### src/rtl/move_input_conditioner.sv
// Turns five raw buttons into one-cycle move codes and placement pulses (sync, debounce, rise detect, lockout).
// Define MOVE_INPUT_AUTO_REPEAT_EN to compile in held-direction auto-repeat; default build has no repeat timers.
module move_input_conditioner #(
    parameter int unsigned DEBOUNCE_CYCLES = 250000,
    parameter int unsigned REPEAT_CYCLES   = 12500000
) (
    input  logic       clk,
    input  logic       reset,
    input  logic       key_up,
    input  logic       key_down,
    input  logic       key_right,
    input  logic       key_left,
    input  logic       key_confirm,
    input  logic       game_over,
    output logic [2:0] dir,
    output logic       confirm
);

    localparam int unsigned NUM_KEYS    = 5;
    localparam int unsigned NUM_DIRS    = 4;
    localparam int unsigned CNT_W       = 20;
    localparam int unsigned DEB_MAX     = 1048575;
    localparam int unsigned RPT_MAX     = 16777215;

    localparam int unsigned KEY_UP      = 0;
    localparam int unsigned KEY_DOWN    = 1;
    localparam int unsigned KEY_RIGHT   = 2;
    localparam int unsigned KEY_LEFT    = 3;
    localparam int unsigned KEY_CONFIRM = 4;

    localparam logic [2:0] DIR_IDLE  = 3'b000;
    localparam logic [2:0] DIR_UP    = 3'b001;
    localparam logic [2:0] DIR_DOWN  = 3'b010;
    localparam logic [2:0] DIR_RIGHT = 3'b011;
    localparam logic [2:0] DIR_LEFT  = 3'b100;

    localparam logic [CNT_W-1:0] DEB_LAST = CNT_W'(DEBOUNCE_CYCLES - 1);

    // Out-of-range parameters would silently truncate the counters.
    if (DEBOUNCE_CYCLES < 2 || DEBOUNCE_CYCLES > DEB_MAX ||
        REPEAT_CYCLES < 2 || REPEAT_CYCLES > RPT_MAX) begin : g_bad_cfg
        $error("move_input_conditioner: DEBOUNCE_CYCLES or REPEAT_CYCLES out of range");
    end

    logic [NUM_KEYS-1:0] key_raw_c;
    logic [NUM_KEYS-1:0] sync_q1;
    logic [NUM_KEYS-1:0] sync_q2;
    logic [NUM_KEYS-1:0] stable_q;
    logic [CNT_W-1:0]    deb_cnt_q [NUM_KEYS];
    logic [NUM_KEYS-1:0] deb_done_c;
    logic [NUM_KEYS-1:0] rise_c;
    logic [NUM_KEYS-1:0] evt_next_c;
    logic [NUM_KEYS-1:0] evt_q;
    logic [2:0]          dir_next_c;
    logic                confirm_next_c;

    always_comb begin
        key_raw_c              = '0;
        key_raw_c[KEY_UP]      = key_up;
        key_raw_c[KEY_DOWN]    = key_down;
        key_raw_c[KEY_RIGHT]   = key_right;
        key_raw_c[KEY_LEFT]    = key_left;
        key_raw_c[KEY_CONFIRM] = key_confirm;
    end

    // A key is accepted once its synchronized level has differed from stable for DEBOUNCE_CYCLES edges.
    always_comb begin
        deb_done_c = '0;
        for (int i = 0; i < NUM_KEYS; i++) begin
            deb_done_c[i] = (sync_q2[i] != stable_q[i]) && (deb_cnt_q[i] == DEB_LAST);
        end
    end

    assign rise_c = deb_done_c & ~stable_q;

    always_ff @(posedge clk or posedge reset) begin
        if (reset) begin
            sync_q1  <= '0;
            sync_q2  <= '0;
            stable_q <= '0;
            for (int i = 0; i < NUM_KEYS; i++) begin
                deb_cnt_q[i] <= '0;
            end
        end else begin
            sync_q1 <= key_raw_c;
            sync_q2 <= sync_q1;
            for (int i = 0; i < NUM_KEYS; i++) begin
                if (sync_q2[i] == stable_q[i]) begin
                    deb_cnt_q[i] <= '0;
                end else if (deb_done_c[i]) begin
                    deb_cnt_q[i] <= '0;
                    stable_q[i]  <= ~stable_q[i];
                end else begin
                    deb_cnt_q[i] <= deb_cnt_q[i] + CNT_W'(1);
                end
            end
        end
    end

`ifdef MOVE_INPUT_AUTO_REPEAT_EN
    localparam int unsigned RPT_W = 24;
    localparam logic [RPT_W-1:0] RPT_LAST = RPT_W'(REPEAT_CYCLES - 1);

    logic [RPT_W-1:0]    rpt_cnt_q [NUM_DIRS];
    logic [NUM_DIRS-1:0] rpt_fire_c;

    // Each direction counts edges since its last event while its stable level is high.
    always_comb begin
        rpt_fire_c = '0;
        for (int i = 0; i < NUM_DIRS; i++) begin
            rpt_fire_c[i] = stable_q[i] && (rpt_cnt_q[i] == RPT_LAST);
        end
    end

    always_comb begin
        evt_next_c                 = rise_c;
        evt_next_c[NUM_DIRS-1:0]   = rise_c[NUM_DIRS-1:0] | rpt_fire_c;
    end

    always_ff @(posedge clk or posedge reset) begin
        if (reset) begin
            for (int i = 0; i < NUM_DIRS; i++) begin
                rpt_cnt_q[i] <= '0;
            end
        end else begin
            for (int i = 0; i < NUM_DIRS; i++) begin
                if (!stable_q[i] || evt_next_c[i]) begin
                    rpt_cnt_q[i] <= '0;
                end else begin
                    rpt_cnt_q[i] <= rpt_cnt_q[i] + RPT_W'(1);
                end
            end
        end
    end
`else
    assign evt_next_c = rise_c;
`endif

    always_ff @(posedge clk or posedge reset) begin
        if (reset) begin
            evt_q <= '0;
        end else begin
            evt_q <= evt_next_c;
        end
    end

    // Priority encode directions; lockout discards rather than defers events.
    always_comb begin
        dir_next_c     = DIR_IDLE;
        confirm_next_c = 1'b0;
        if (!game_over) begin
            if (evt_q[KEY_UP]) begin
                dir_next_c = DIR_UP;
            end else if (evt_q[KEY_DOWN]) begin
                dir_next_c = DIR_DOWN;
            end else if (evt_q[KEY_RIGHT]) begin
                dir_next_c = DIR_RIGHT;
            end else if (evt_q[KEY_LEFT]) begin
                dir_next_c = DIR_LEFT;
            end
            confirm_next_c = evt_q[KEY_CONFIRM];
        end
    end

    always_ff @(posedge clk or posedge reset) begin
        if (reset) begin
            dir     <= DIR_IDLE;
            confirm <= 1'b0;
        end else begin
            dir     <= dir_next_c;
            confirm <= confirm_next_c;
        end
    end

endmodule

### config.mk
export PLATFORM = sky130hd
export DESIGN_NAME = move_input_conditioner
export DESIGN_NICKNAME = d
export VERILOG_FILES = /design/src/rtl/move_input_conditioner.sv
export SDC_FILE = /design/constraint.sdc
export NUM_CORES = 1
export LEC_CHECK = 0
export ABC_AREA = 1
export CAP_MARGIN = 20
export CORE_ASPECT_RATIO = 1.4
export CORE_MARGIN = 2
export CORE_UTILIZATION = 41
export CTS_CLUSTER_SIZE = 14
export DETAILED_ROUTE_END_ITERATION = 8
export PLACE_DENSITY = 0.56
export SLEW_MARGIN = 10
export SYNTH_ARGS = -nofsm -noshare
export SYNTH_HDL_FRONTEND = slang
export SYNTH_SLANG_ARGS = --single-unit
### constraint.sdc
create_clock -name clk -period 5.9 [get_ports clk]
set_input_delay 1.18 -clock clk [delete_from_list [all_inputs] [get_ports clk]]
set_output_delay 1.18 -clock clk [all_outputs]
set_load 0.005 [all_outputs]
==> results by group, run 1 <==
STA
  • Worst hold slack: 0.347 ns
  • Sum Neg Setup Slack: 0 ns
  • Share of the clock period used by the worst path after layout: 0.407
  • Clock period minus final worst setup slack: 2.40 ns
  • RSZ-0062 raised after global routing: false
  • Number of slew-limit violations in the final report: 0
  • Maximum clock frequency: 0.416 GHz
  • Clk_skew: 0.00631 ns
  • Setup Viol. Count Final: 0
  • Tightest Pin Transition: 0.599 ns
  • Tightest slew margin relative to the limit: 0.600
  • Final hold viol count: 0

Setup path
  • Kind of launch point of the worst setup path: flop
  • Maximum fanout along the worst path: 1
  • Worst path cell trace: clkdlybuf4s50_1
  • Setup crit end kind: output port
  • Crit path max-delay cell type: sky130_fd_sc_hd__clkdlybuf4s50_1
  • Kind of cell with the highest combined delay on the critical path: buffers and inverters
  • Buffers plus inverters on the worst setup path: 1
  • Worst path max stage delay: 0.49 ns
  • Arrival time at the worst endpoint: 1.22 ns
  • Worst Path Class, Setup: flop to output port
  • Required time at the worst-slack endpoint: 4.72 ns

GRT
  • Global Route met2 Usage: 0.273
  • Global routing met3 resource utilization: 0.0456
  • Wire length of the first global-routing pass: 22.9 mm
  • All-layer global routing usage: 0.170
  • Via count of the first global-routing pass: 5038
  • Initial antenna violation count: 0
  • Met1 routing resource usage after global routing: 0.219
  • Global-route layer with the greatest usage: met2
  • Maximum number of pins on one net before global-route repair: 50
  • Global route total overflow: 0

Floorplanning
  • Initial standard-cell utilization of the core: 0.418
  • Total die area: 16900 sq um
  • Placeable Area: 15500 sq um
  • Number of standard-cell rows in the floorplan: 54
  • Height of the die: 153 microns
  • Chip Width: 110 microns
  • I/O Pins: 12

Clock network
  • Clock sink count: 124
  • Clock transition at the registers of the reported paths: 0.06 ns
  • Clock insertion delay at the later pin of the skew report: 0.41 ns
  • TritonCTS clock tree: yes
  • # Post-CTS Setup Buffers: 0
  • Number of instances resized during post-cts repair: 0
  • Hold-fix buffers at CTS: 0
  • Clock buffer count from CTS: 17
  • Clock tree buffer depth: 2
  • Total number of H-tree levels: 4
  • CTS Root Buffer Type: sky130_fd_sc_hd__clkbuf_16

Detailed routing
  • Post-route antenna net violation count: 0
  • Routed vias/inst: 4.83
  • Total number of vias: 5086
  • Detailed-route DRC error count: 0
  • Pre-antenna DRT Iters: 4
  • Detail-routed net length per standard cell: 12.3 microns
  • Wire length reported by the detailed router: 13.0 mm
  • Violation count after the first detailed-route iteration: 333

Cells and area
  • Area of all placed cells without fillers: 7450 sq um
  • Antenna cells: 0
  • Layout area overhead: 14.7%
  • Fraction of layout cells with a size suffix above 1: 0.125
  • Final net count: 857
  • Final core utilization: 0.479

Placed design
  • Port-buffer cells: 11
  • Post-DP HPWL: 9.40 mm
  • GPL Wtd Cong: 0.822
  • DP Area: 6850 sq um

Pwr
  • PnR Total Power: 1.98 mW
  • Static leakage: 3.32 nW
  • Total power per unit cell area: 265 nW/um^2
  • Maximum VDD drop: 186 uV

Outcome
  • Result of the run: complete, no violations

Logic synthesis
  • Area of the mapped netlist: 6490 sq um
  • Warnings from Yosys: 0
  • Number of distinct library cells after synthesis: 29
  • Register bit count reported by yosys: 124
  • Mapped Nets: 830
  • Syn Area/Cell: 7.95 sq um
  • Gate count after technology mapping: 817
  • Sequential area share after synthesis: 0.478

Job
  • Count of maximum capacitance violations: 0

Min path
  • Worst hold path class: flop to flop
-- flip-flops by register name, summed over array words and instances (netlist names) --
register / flops
deb_cnt_q: 100
evt_q: 5
stable_q: 5
sync_q1: 5
sync_q2: 5
dir: 3
confirm: 1
-- per-layer routing --
metal	vias up	share of wire
met5	-	0
met4	0	0.0088
met3	10	0.025
met2	66	0.50
met1	2399	0.47
li1	2611	-
-- Yosys cell counts (all sizes together) --
cell type    n  share of area
a31oi        4         0.0039
xor2        34          0.046
inv         95          0.055
nor3        14          0.011
clkbuf       4         0.0023
o21ai       12         0.0092
a21oi       14          0.011
and2         3         0.0029
nand4       12          0.012
ha           5         0.0096
dfrtp      124           0.48
buf          1        0.00077
o21bai       3         0.0035
nor3b        5         0.0058
nand3       77          0.066
nand3b       3         0.0035
nand2      172           0.11
xnor2       12          0.016
nor2       222           0.16
and3         1        0.00096
-- cell usage in the layout, fill, tap and decap left out, types with 5 or more instances in the layout --
master                            instances
sky130_fd_sc_hd__a21oi_1                 14
sky130_fd_sc_hd__clkbuf_16               17
sky130_fd_sc_hd__clkdlybuf4s50_1         11
sky130_fd_sc_hd__dfrtp_1                124
sky130_fd_sc_hd__ha_1                     5
sky130_fd_sc_hd__inv_1                   83
sky130_fd_sc_hd__inv_2                   11
sky130_fd_sc_hd__nand2_1                151
sky130_fd_sc_hd__nand2_2                 20
sky130_fd_sc_hd__nand3_1                 71
sky130_fd_sc_hd__nand4_1                 12
sky130_fd_sc_hd__nor2_1                 188
sky130_fd_sc_hd__nor2_2                  18
sky130_fd_sc_hd__nor2_4                  15
sky130_fd_sc_hd__nor3_1                  14
sky130_fd_sc_hd__nor3b_1                  5
sky130_fd_sc_hd__o21ai_0                  7
sky130_fd_sc_hd__o21ai_1                  5
sky130_fd_sc_hd__xnor2_1                 12
sky130_fd_sc_hd__xor2_1                  34
-- cell families after synthesis --
logic type	after synthesis	synth area share
and+or+nand+nor	509	0.365
DFF	124	0.478
buffers and inverters	100	0.0580
xor gates and xnor gates	46	0.0620
AOI/OAI and AO/OA	33	0.0274
adders and majority gates	5	0.00963
-- where the power goes --
part           leakage [nW]  switching [mW]  internal (mW)
Clock                 0.286           0.391          0.659
Combinational          1.34          0.0412         0.0159
Sequential             1.70         0.00831          0.863
-- per-stage QoR --
| stage | instances | setup slack (ns) |
|---|---|---|
| after floorplan | 817 | 1.42 |
| after global placement | 1021 | 3.17 |
| after detailed placement | 1021 | 3.16 |
| after CTS | 1053 | 3.46 |
| after global routing | 1053 | 3.42 |
| final | 1053 | 3.50 |
-- path summary, 6_finish.rpt --
| kind | to | cells past startpoint | slack [ns] | startpoint |
|---|---|---|---|---|
| max in group asynchronous | deb_cnt_q[13]$_DFF_PP0_ | 3 | 3.71 | reset |
| hold reg to reg | sync_q2[0]$_DFF_PP0_ | 0 | 0.35 | sync_q1[0]$_DFF_PP0_ |
| setup reg to reg | deb_cnt_q[52]$_DFF_PP0_ | 7 | 4.25 | stable_q[2]$_DFFE_PP0P_ |
| min in group asynchronous | deb_cnt_q[3]$_DFF_PP0_ | 2 | 1.19 | reset |
| setup / recovery | confirm | 1 | 3.50 | confirm$_DFF_PP0_ |
| hold / removal | sync_q2[0]$_DFF_PP0_ | 0 | 0.35 | sync_q1[0]$_DFF_PP0_ |
-- final cells by class --
type	count	area (sq um)
repair buffers	13	125
well taps	196	245
flip-flops and latches	124	3100
fillers	1504	8090
multi-input cells	593	3010
clock inverters	12	135
clock buffers	20	467
inverters	95	359
(Power assumes the default switching activity.)
==> run 2, diff against run 1 <==
==> constraint.sdc (replaced) <==
create_clock -name clk -period 2.4 [get_ports clk]
set_input_delay 0.48 -clock clk [delete_from_list [all_inputs] [get_ports clk]]
set_output_delay 0.48 -clock clk [all_outputs]
set_load 0.005 [all_outputs]
==> run 2 against run 1 <==
  * Worst hold slack got worse by 0.0010 ns
  * Count of clock-buffer cells in the layout rose by 2
  * Global-route usage rose by 0.54 points
  * Die area did not move
  * Via count rose by 2.0%
  * Wire length rose by 1.0%
  * First-iteration DRC count fell by 6.6%
  * Total power rose to 2.5 times the previous value
  * Combinational power rose by 150%
  * Sequential share of layout area fell by 0.15 points
  * Critical path depth did not move
  * Critical path type unchanged
  * Largest power group unchanged
==> results by group, run 2 (synthesized netlist as in run 1, its figures left out) <==
Outcome
  • Result of the run: complete, no violations

Placed design
  • GPL Wtd Cong: 0.885 (+7.7%)
  • Post-DP HPWL: 9.38 mm (-0.26%)
  • Total placed cells including tap cells: 1020 (-0.098%)
  • Port-buffer cells: 11 (unchanged)

Setup path
  • Required time at the worst-slack endpoint: 1.92 ns (-2.80 ns)
  • Setup crit end kind: output port
  • Worst Path Class, Setup: flop to output port
  • Arrival time at the worst endpoint: 1.23 ns (about the same)
  • Crit path max-delay cell type: sky130_fd_sc_hd__clkdlybuf4s50_1
  • Kind of launch point of the worst setup path: flop
  • Register-to-register path setup slack: 0.77 ns (-3.48 ns)
  • Kind of cell with the highest combined delay on the critical path: buffers and inverters
  • Worst path cell trace: clkdlybuf4s50_1
  • Buffers plus inverters on the worst setup path: 1 (unchanged)
  • Maximum fanout along the worst path: 1 (unchanged)
  • Worst path max stage delay: 0.49 ns (about the same)

Floorplanning
  • Chip Width: 110 microns (unchanged)
  • Total die area: 16900 sq um (unchanged)
  • Initial standard-cell utilization of the core: 0.418 (unchanged)
  • I/O Pins: 12 (unchanged)
  • Number of standard-cell rows in the floorplan: 54 (unchanged)
  • Height of the die: 153 microns (unchanged)
  • Placeable Area: 15500 sq um (unchanged)

GRT
  • All-layer global routing usage: 0.176 (+0.00542)
  • Maximum number of pins on one net before global-route repair: 125 (+150%)
  • Initial antenna violation count: 0 (unchanged)
  • Via count of the first global-routing pass: 5287 (+4.9%)
  • Global route total overflow: 0 (unchanged)
  • Wire length of the first global-routing pass: 23.7 mm (+3.5%)

STA
  • Share of the clock period used by the worst path after layout: 0.711
  • Setup Viol. Count Final: 0 (unchanged)
  • RSZ-0062 raised after global routing: false
  • Tightest Pin Transition: 0.671 ns (+0.0717 ns)
  • Clk_skew: 0.00869 ns (+0.00238 ns)
  • Final hold viol count: 0 (unchanged)
  • Worst hold slack: 0.346 ns (-0.00102 ns)
  • Tightest slew margin relative to the limit: 0.553 (-0.0478)
  • Sum Neg Setup Slack: 0 ns (unchanged)
  • Clock period minus final worst setup slack: 1.71 ns
  • Maximum clock frequency: 0.586 GHz
  • Number of slew-limit violations in the final report: 0 (unchanged)

Cells and area
  • Final core utilization: 0.481 (+0.00169)
  • Most common library cell in the layout ignoring fill and taps: sky130_fd_sc_hd__nor2_1
  • Register bank with the most flops: deb_cnt_q
  • Layout area overhead: 15.1%
  • Final Non-Filler Cells: 1052 (-0.095%)
  • Final net count: 856 (-0.12%)
  • Antenna cells: 0 (unchanged)
  • Number of flip-flops in the largest register: 100 (unchanged)
  • Fraction of layout cells with a size suffix above 1: 0.123 (-0.00219)
  • Top library cells by usage in the layout, fill and taps aside: 188 x sky130_fd_sc_hd__nor2_1, 151 x sky130_fd_sc_hd__nand2_1, 124 x sky130_fd_sc_hd__dfrtp_1

Detailed routing
  • Violation count after the first detailed-route iteration: 311 (-6.6%)
  • Pre-antenna DRT Iters: 5 (+1)
  • Detailed-route DRC error count: 0 (unchanged)
  • Detail-routed net length per standard cell: 12.5 microns (+1.1%)
  • Wire length reported by the detailed router: 13.1 mm (+1.0%)
  • Routed vias/inst: 4.93 (+2.1%)
  • Post-route antenna net violation count: 0 (unchanged)
  • Total number of vias: 5187 (+2.0%)

Clock network
  • Clock buffer count from CTS: 17 (unchanged)
  • Total number of H-tree levels: 4 (unchanged)
  • Clock tree buffer depth: 2 (unchanged)
  • Hold-fix buffers at CTS: 0 (unchanged)
  • CTS Root Buffer Type: sky130_fd_sc_hd__clkbuf_16
  • Clock sink count: 124 (unchanged)
  • TritonCTS clock tree: yes
  • Clock insertion delay at the later pin of the skew report: 0.42 ns (about the same)
  • Clock transition at the registers of the reported paths: 0.06 ns (about the same)
  • Number of instances resized during post-cts repair: 0 (unchanged)
  • # Post-CTS Setup Buffers: 0 (unchanged)

Job
  • Count of maximum capacitance violations: 0 (unchanged)

Pwr
  • Maximum VDD drop: 400 uV (+110%)
  • PnR Total Power: 4.95 mW (+150%)
  • Total power per unit cell area: 662 nW/um^2 (+150%)
  • Static leakage: 3.32 nW (unchanged)

Min path
  • Worst hold path class: flop to flop
## run 2: changes by cell type in the layout (fill, tap and decap cells not counted), sizes merged
cell,before,now
inv,99,94
clkbuf,20,22
clkinvlp,4,6
buf,2,1
bufinv,2,3
## run 2: where the power goes
group          switching [mW]  internal (mW)
Clock                   0.927           1.74
Sequential             0.0199           2.12
Combinational          0.0997         0.0404
Total                    1.05           3.90
## run 2: area by class of cell
type	instances	area, sq um
multi-input combinational	593	3010
sequential	124	3100
tap	196	245
fill	1507	8070
timing repair buffer	12	130
clock buffer	22	484
inverter	95	360
clock inverter	10	138
## run 2: worst paths after layout
| path | endpoint | start | cells past startpoint |
|---|---|---|---|
| max in group asynchronous | deb_cnt_q[19]$_DFF_PP0_ | reset | 3 |
| max reg2reg | deb_cnt_q[64]$_DFF_PP0_ | stable_q[1]$_DFFE_PP0P_ | 9 |
| min in group asynchronous | sync_q1[0]$_DFF_PP0_ | reset | 3 |
| min reg2reg | sync_q2[4]$_DFF_PP0_ | sync_q1[4]$_DFF_PP0_ | 0 |
| min | sync_q2[4]$_DFF_PP0_ | sync_q1[4]$_DFF_PP0_ | 0 |
| max | dir[1] | dir[1]$_DFF_PP0_ | 1 |
## run 2: through the flow
stage	instance area, sq um	worst slack, ns
2_1_floorplan	6500	0.395
3_3_place_gp	6850	0.809
3_5_place_dp	6850	0.794
4_1_cts	7470	0.662
5_1_grt	7470	0.625
6_report	7470	0.695
## run 2: routing by layer
layer,GRT usage,wire length [microns],up-vias
li1,-,-,2611
met1,0.209,5650,2456
met2,0.294,6720,88
met3,0.0452,402,32
met4,0.0792,341,0
met5,0,0,-
